## src/rtl/stack_ptr_unit_pkg.sv

```systemverilog
// stack_ptr_unit_pkg: shared defaults and helpers for the bounded stack pointer
//   SPU_BITS_DEF : default pointer width when the top-level width macro is absent
//   in_range()   : inclusive range test used for load validation
package stack_ptr_unit_pkg;

   localparam int SPU_BITS_DEF = 8;

   function automatic logic in_range(input int v, input int lo, input int hi);
      return (v >= lo) && (v <= hi);
   endfunction

endpackage

```

## src/rtl/stack_ptr_unit_sp_next_calc.sv

```systemverilog
// stack_ptr_unit_sp_next_calc: combinational next-pointer and error-event strobes
//   i_sp          in   BITS  current pointer
//   i_push        in   1     increment request
//   i_pop         in   1     decrement request
//   i_load        in   1     load request (highest priority)
//   i_load_value  in   BITS  value for load
//   o_sp_next     out  BITS  pointer value for the next edge
//   o_ovf_ev      out  1     push attempted at LIMIT this cycle
//   o_unf_ev      out  1     pop attempted at BASE this cycle
//   o_bad_ev      out  1     load value outside [BASE, LIMIT] this cycle
module stack_ptr_unit_sp_next_calc
   import stack_ptr_unit_pkg::*;
#(
   parameter int BITS  = SPU_BITS_DEF,
   parameter int BASE  = 0,
   parameter int LIMIT = 255,
   parameter bit WRAP  = 1'b1
) (
   input  logic [BITS-1:0] i_sp,
   input  logic            i_push,
   input  logic            i_pop,
   input  logic            i_load,
   input  logic [BITS-1:0] i_load_value,
   output logic [BITS-1:0] o_sp_next,
   output logic            o_ovf_ev,
   output logic            o_unf_ev,
   output logic            o_bad_ev
);

   localparam logic [BITS-1:0] L_BASE  = BITS'(BASE);
   localparam logic [BITS-1:0] L_LIMIT = BITS'(LIMIT);

   logic            w_inc;
   logic            w_dec;
   logic            w_at_base;
   logic            w_at_lim;
   logic            w_ok;
   logic [BITS-1:0] w_inc_val;
   logic [BITS-1:0] w_dec_val;

   // push and pop together cancel; load masks both so they raise no events
   assign w_inc     = ~i_load & i_push & ~i_pop;
   assign w_dec     = ~i_load & i_pop & ~i_push;
   assign w_at_base = (i_sp == L_BASE);
   assign w_at_lim  = (i_sp == L_LIMIT);
   assign w_ok      = in_range(int'({1'b0, i_load_value}), BASE, LIMIT);

   assign w_inc_val = w_at_lim  ? (WRAP ? L_BASE  : i_sp) : i_sp + 1'b1;
   assign w_dec_val = w_at_base ? (WRAP ? L_LIMIT : i_sp) : i_sp - 1'b1;

   assign o_sp_next = i_load ? (w_ok ? i_load_value : i_sp) :
                      w_inc  ? w_inc_val :
                      w_dec  ? w_dec_val : i_sp;

   assign o_ovf_ev = w_inc & w_at_lim;
   assign o_unf_ev = w_dec & w_at_base;
   assign o_bad_ev = i_load & ~w_ok;

endmodule

```

## src/rtl/stack_ptr_unit.sv

```systemverilog
// stack_ptr_unit: bounded stack pointer over [BASE, LIMIT] with sticky error flags
//   clk           in   1     clock, rising edge
//   rst_n         in   1     asynchronous active-low reset
//   i_push        in   1     increment request
//   i_pop         in   1     decrement request
//   i_load        in   1     load i_load_value into sp
//   i_load_value  in   BITS  value for load
//   i_clear_err   in   1     clears sticky flags (a same-cycle event still sets its flag)
//   o_sp          out  BITS  registered stack pointer
//   o_empty       out  1     sp == BASE
//   o_full        out  1     sp == LIMIT
//   o_overflow    out  1     sticky: push while full
//   o_underflow   out  1     sticky: pop while empty
//   o_bad_load    out  1     sticky: load value out of range
module stack_ptr_unit
   import stack_ptr_unit_pkg::*;
#(
   parameter int BITS  = SPU_BITS_DEF,
   parameter int BASE  = 0,
   parameter int LIMIT = 255,
   parameter bit WRAP  = 1'b1
) (
   input  logic            clk,
   input  logic            rst_n,
   input  logic            i_push,
   input  logic            i_pop,
   input  logic            i_load,
   input  logic [BITS-1:0] i_load_value,
   input  logic            i_clear_err,
   output logic [BITS-1:0] o_sp,
   output logic            o_empty,
   output logic            o_full,
   output logic            o_overflow,
   output logic            o_underflow,
   output logic            o_bad_load
);

   localparam logic [BITS-1:0] L_BASE  = BITS'(BASE);
   localparam logic [BITS-1:0] L_LIMIT = BITS'(LIMIT);

   logic [BITS-1:0] r_sp;
   logic            r_ovf;
   logic            r_unf;
   logic            r_bad;
   logic [BITS-1:0] w_sp_next;
   logic            w_ovf_ev;
   logic            w_unf_ev;
   logic            w_bad_ev;

   stack_ptr_unit_sp_next_calc #(
      .BITS  (BITS),
      .BASE  (BASE),
      .LIMIT (LIMIT),
      .WRAP  (WRAP)
   ) u_next (
      .i_sp         (r_sp),
      .i_push       (i_push),
      .i_pop        (i_pop),
      .i_load       (i_load),
      .i_load_value (i_load_value),
      .o_sp_next    (w_sp_next),
      .o_ovf_ev     (w_ovf_ev),
      .o_unf_ev     (w_unf_ev),
      .o_bad_ev     (w_bad_ev)
   );

   always_ff @(posedge clk or negedge rst_n)
      if (!rst_n) begin
         r_sp  <= L_BASE;
         r_ovf <= 1'b0;
         r_unf <= 1'b0;
         r_bad <= 1'b0;
      end else begin
         r_sp  <= w_sp_next;
         // new event overrides a same-cycle clear
         r_ovf <= w_ovf_ev | (r_ovf & ~i_clear_err);
         r_unf <= w_unf_ev | (r_unf & ~i_clear_err);
         r_bad <= w_bad_ev | (r_bad & ~i_clear_err);
      end

   assign o_sp        = r_sp;
   assign o_empty     = (r_sp == L_BASE);
   assign o_full      = (r_sp == L_LIMIT);
   assign o_overflow  = r_ovf;
   assign o_underflow = r_unf;
   assign o_bad_load  = r_bad;

endmodule

```

## config.mk

```make
export PLATFORM = sky130hd
export DESIGN_NAME = stack_ptr_unit
export DESIGN_NICKNAME = d
export VERILOG_FILES = /design/src/rtl/stack_ptr_unit_pkg.sv /design/src/rtl/stack_ptr_unit_sp_next_calc.sv /design/src/rtl/stack_ptr_unit.sv
export SDC_FILE = /design/constraint.sdc
export NUM_CORES = 1
export LEC_CHECK = 0
export ABC_AREA = 1
export CORE_MARGIN = 2
export CORE_UTILIZATION = 40
export DETAILED_ROUTE_END_ITERATION = 16
export GPL_TIMING_DRIVEN = 0
export PLACE_DENSITY = 0.68
export SYNTH_ARGS = -nofsm -noshare
export SYNTH_HDL_FRONTEND = slang
export SYNTH_SLANG_ARGS = --single-unit
```

## constraint.sdc

```tcl
create_clock -name clk -period 1.58 [get_ports clk]
set_input_delay 0.316 -clock clk [delete_from_list [all_inputs] [get_ports clk]]
set_output_delay 0.316 -clock clk [all_outputs]
set_load 0.03 [all_outputs]
```

==> reports/results.ini <==
[floorplan]
row_count = 18
die_area_um2 = 2901
core_um2 = 2410
die_x_um = 53.87
die_h_um = 53.87
ioPinCount = 27
start_util = 0.4128

[cells_and_area]
final_cells = 224
nFillCells = 225
syn_to_final_growth_pct = 47.17
diodes = 0
drive_above_1_share = 0.2835
ff_latch_area_um2 = 281.5
finalNetCount = 212
multiInputGateArea_um2 = 655.6

[placed_design]
placedCellCount = 209
preCtsSetupSlack_ns = -0.4745
hpwl_mm = 2.013
gp_congestion = 0.9331
port_buffers = 25

[status]
violations = negative setup slack
outcome = finished, violations left

[route]
drc = 0
viasPerCell = 5.107
wl_per_cell_um = 12.58
dr.pass1.iters = 4
drt_iter0_drc = 24
wl_mm = 2.818
routed-via-count = 1144
drtAntennaViolNets = 0

[run]
maxCapViolations = 0

[setup_path]
crit_fanout = 3
startpoint_type = register
critPathRequiredTime_ns = 1.26
crit_type = register to output port
critPathArrivalTime_ns = 1.38
end_kind = output port

[timing]
period_needed_ns = 1.698
setup_ws_ns = -0.1183
rsz0062_at_grt = true
fin_skew_ns = 0.004774
worstMarginPinSlew_ns = 0.5542
setup_viol = 2
hold_viol_final = 0
holdWs_ns = 0.2868
maxSlewViolCount = 0
max_freq_mhz = 588.8
max-slew-margin-rel = 0.6294
fin_crit_sh = 1.075

[power_and_ir_drop]
p_leak_nw = 0.6926
p_int_mw = 0.6518
p_per_area_nw_per_um2 = 790.2
power_switching_share = 0.4365
power.switching_mw = 0.5049
seqPwrFrac = 0.321
combinationalPowerShare = 0.498
pwr-share-clk = 0.181
ir_drop_mv = 0.6427
power_mw = 1.157

[clock_network]
cts.sinks = 11
cts_root_buf = clkbuf_4
clk_latency_ns = 0.28
clockBufferDepth = 2
numCtsBuffers = 3
clkTransAtPathRegs_ns = 0.08
cts_tree = built
h-tree-depth = 1
postCtsHoldBufs = 0

[grt]
overflow = 0
grt_max_degree = 12
antenna_found_initial = 0
grt_first_pass_wirelength_mm = 4.657
grt_pass1_vias = 1069
grt_usage = 0.2212

[synth]
synthesis.nets = 171
syn_avg_cell_area_um2 = 6.459
synth.distinct_cells = 24
synth_area_um2 = 994.7
yosys_warnings = 0
ys_ff_latch = 11
syn_inst = 154
ys_seq_area_frac = 0.2767

[min_path]
min_path_type = input pin to register

## cells in the mapped netlist (all sizes together)
| master | count | share of area |
|---|---|---|
| or2 | 1 | 0.0063 |
| o221ai | 1 | 0.0088 |
| o2111ai | 1 | 0.0088 |
| nand2 | 44 | 0.18 |
| nor2 | 24 | 0.12 |
| nand4 | 3 | 0.019 |
| xor2 | 2 | 0.018 |
| a21oi | 6 | 0.034 |
| a22oi | 1 | 0.0075 |
| buf | 4 | 0.045 |
| dfrtp | 11 | 0.28 |
| nand3 | 13 | 0.065 |
| inv | 23 | 0.087 |
| o32ai | 1 | 0.0088 |
| nand3b | 1 | 0.0075 |
| o21ai | 14 | 0.070 |
| ha | 3 | 0.038 |
| nor3 | 1 | 0.0050 |
## cell usage in the layout (no fill, tap or decap), drive strengths merged, types with 3 or more instances in the layout
master          n
a21oi           6
buf            17
clkbuf          4
clkdlybuf4s50  12
dfrtp          11
dlygate4sd2    10
ha              3
inv            23
nand2          44
nand3          13
nand4           3
nor2           24
o21ai          14
## stage by stage
stage / setup TNS, ns / util / area, um2
6_report: -0.2217 / 0.6075 / 1464
5_1_grt: -0.3657 / 0.6075 / 1464
4_1_cts: -0.2874 / 0.5779 / 1393
3_5_place_dp: -2.038 / 0.5332 / 1285
3_3_place_gp: -1.814 / 0.5332 / 1285
2_1_floorplan: 0 / - / 997.2
## metal layers
metal	global-route usage	vias up	wire length (um)
met3	0.01944	2	110
met5	0	-	0
met4	0.08974	0	29
li1	-	576	-
met2	0.3679	28	1363
met1	0.2928	538	1314
## cell type report
class	instances	area share
Clock buffer	4	0.01795
Tap cell	30	0.02564
Buffer	4	0.03077
Multi-Input combinational cell	116	0.4479
Sequential cell	11	0.1923
Inverter	23	0.06239
Timing Repair Buffer	36	0.2231
## sequential cells by signal, indices dropped and copies added (netlist names)
name         count
o_bad_load       1
o_sp             8
o_overflow       1
o_underflow      1
## path summary, 6_finish.rpt
check	start	endpoint	slack [ns]	depth (start not counted)
setup / recovery	o_sp[0]	o_full	-0.12	7
hold / removal	i_load	o_underflow	0.29	2
min in group asynchronous	rst_n	o_sp[2]	0.39	1
setup reg to reg	o_sp[1]	o_sp[2]	0.10	9
max in group asynchronous	rst_n	o_sp[7]	0.79	1
hold reg to reg	o_bad_load	o_bad_load	0.49	2
## logic make-up (layout without fill, tap and decap cells)
| group | count (synthesis) | in the layout | synth area share |
|---|---|---|---|
| DFF | 11 | 11 | 0.2767 |
| xor gates and xnor gates | 2 | 2 | 0.01761 |
| buffers and inverters | 27 | 67 | 0.1321 |
| adders and majority gates | 3 | 3 | 0.03774 |
| AOI/OAI and AO/OA | 24 | 24 | 0.1384 |
| and+or+nand+nor | 87 | 87 | 0.3975 |
## repair_timing
| action | CTS | global route |
|---|---|---|
| pin swaps | 3 | 7 |
| setup buffers | 8 | 7 |
| resized for setup | 35 | 19 |
| endpoints found under the setup margin | 13 | 7 |
## worst max-delay path, stage by stage (launching register included)
cell     delay, ns
dfrtp_2       0.43
buf_6         0.13
ha_4          0.16
nand2_4       0.07
inv_4         0.04
nand3_4       0.09
inv_2         0.05
buf_6         0.13
## power groups by stage
| stage | Clock, mW | Sequential, mW | Combinational [mW] |
|---|---|---|---|
| floorplan | 0 | 0.430 | 0.273 |
| global placement | 0 | 0.372 | 0.494 |
| detailed placement | 0 | 0.376 | 0.499 |
| CTS | 0.214 | 0.367 | 0.532 |
| global route | 0.229 | 0.379 | 0.636 |
| finish | 0.209 | 0.371 | 0.577 |
(Power assumes the default switching activity.)
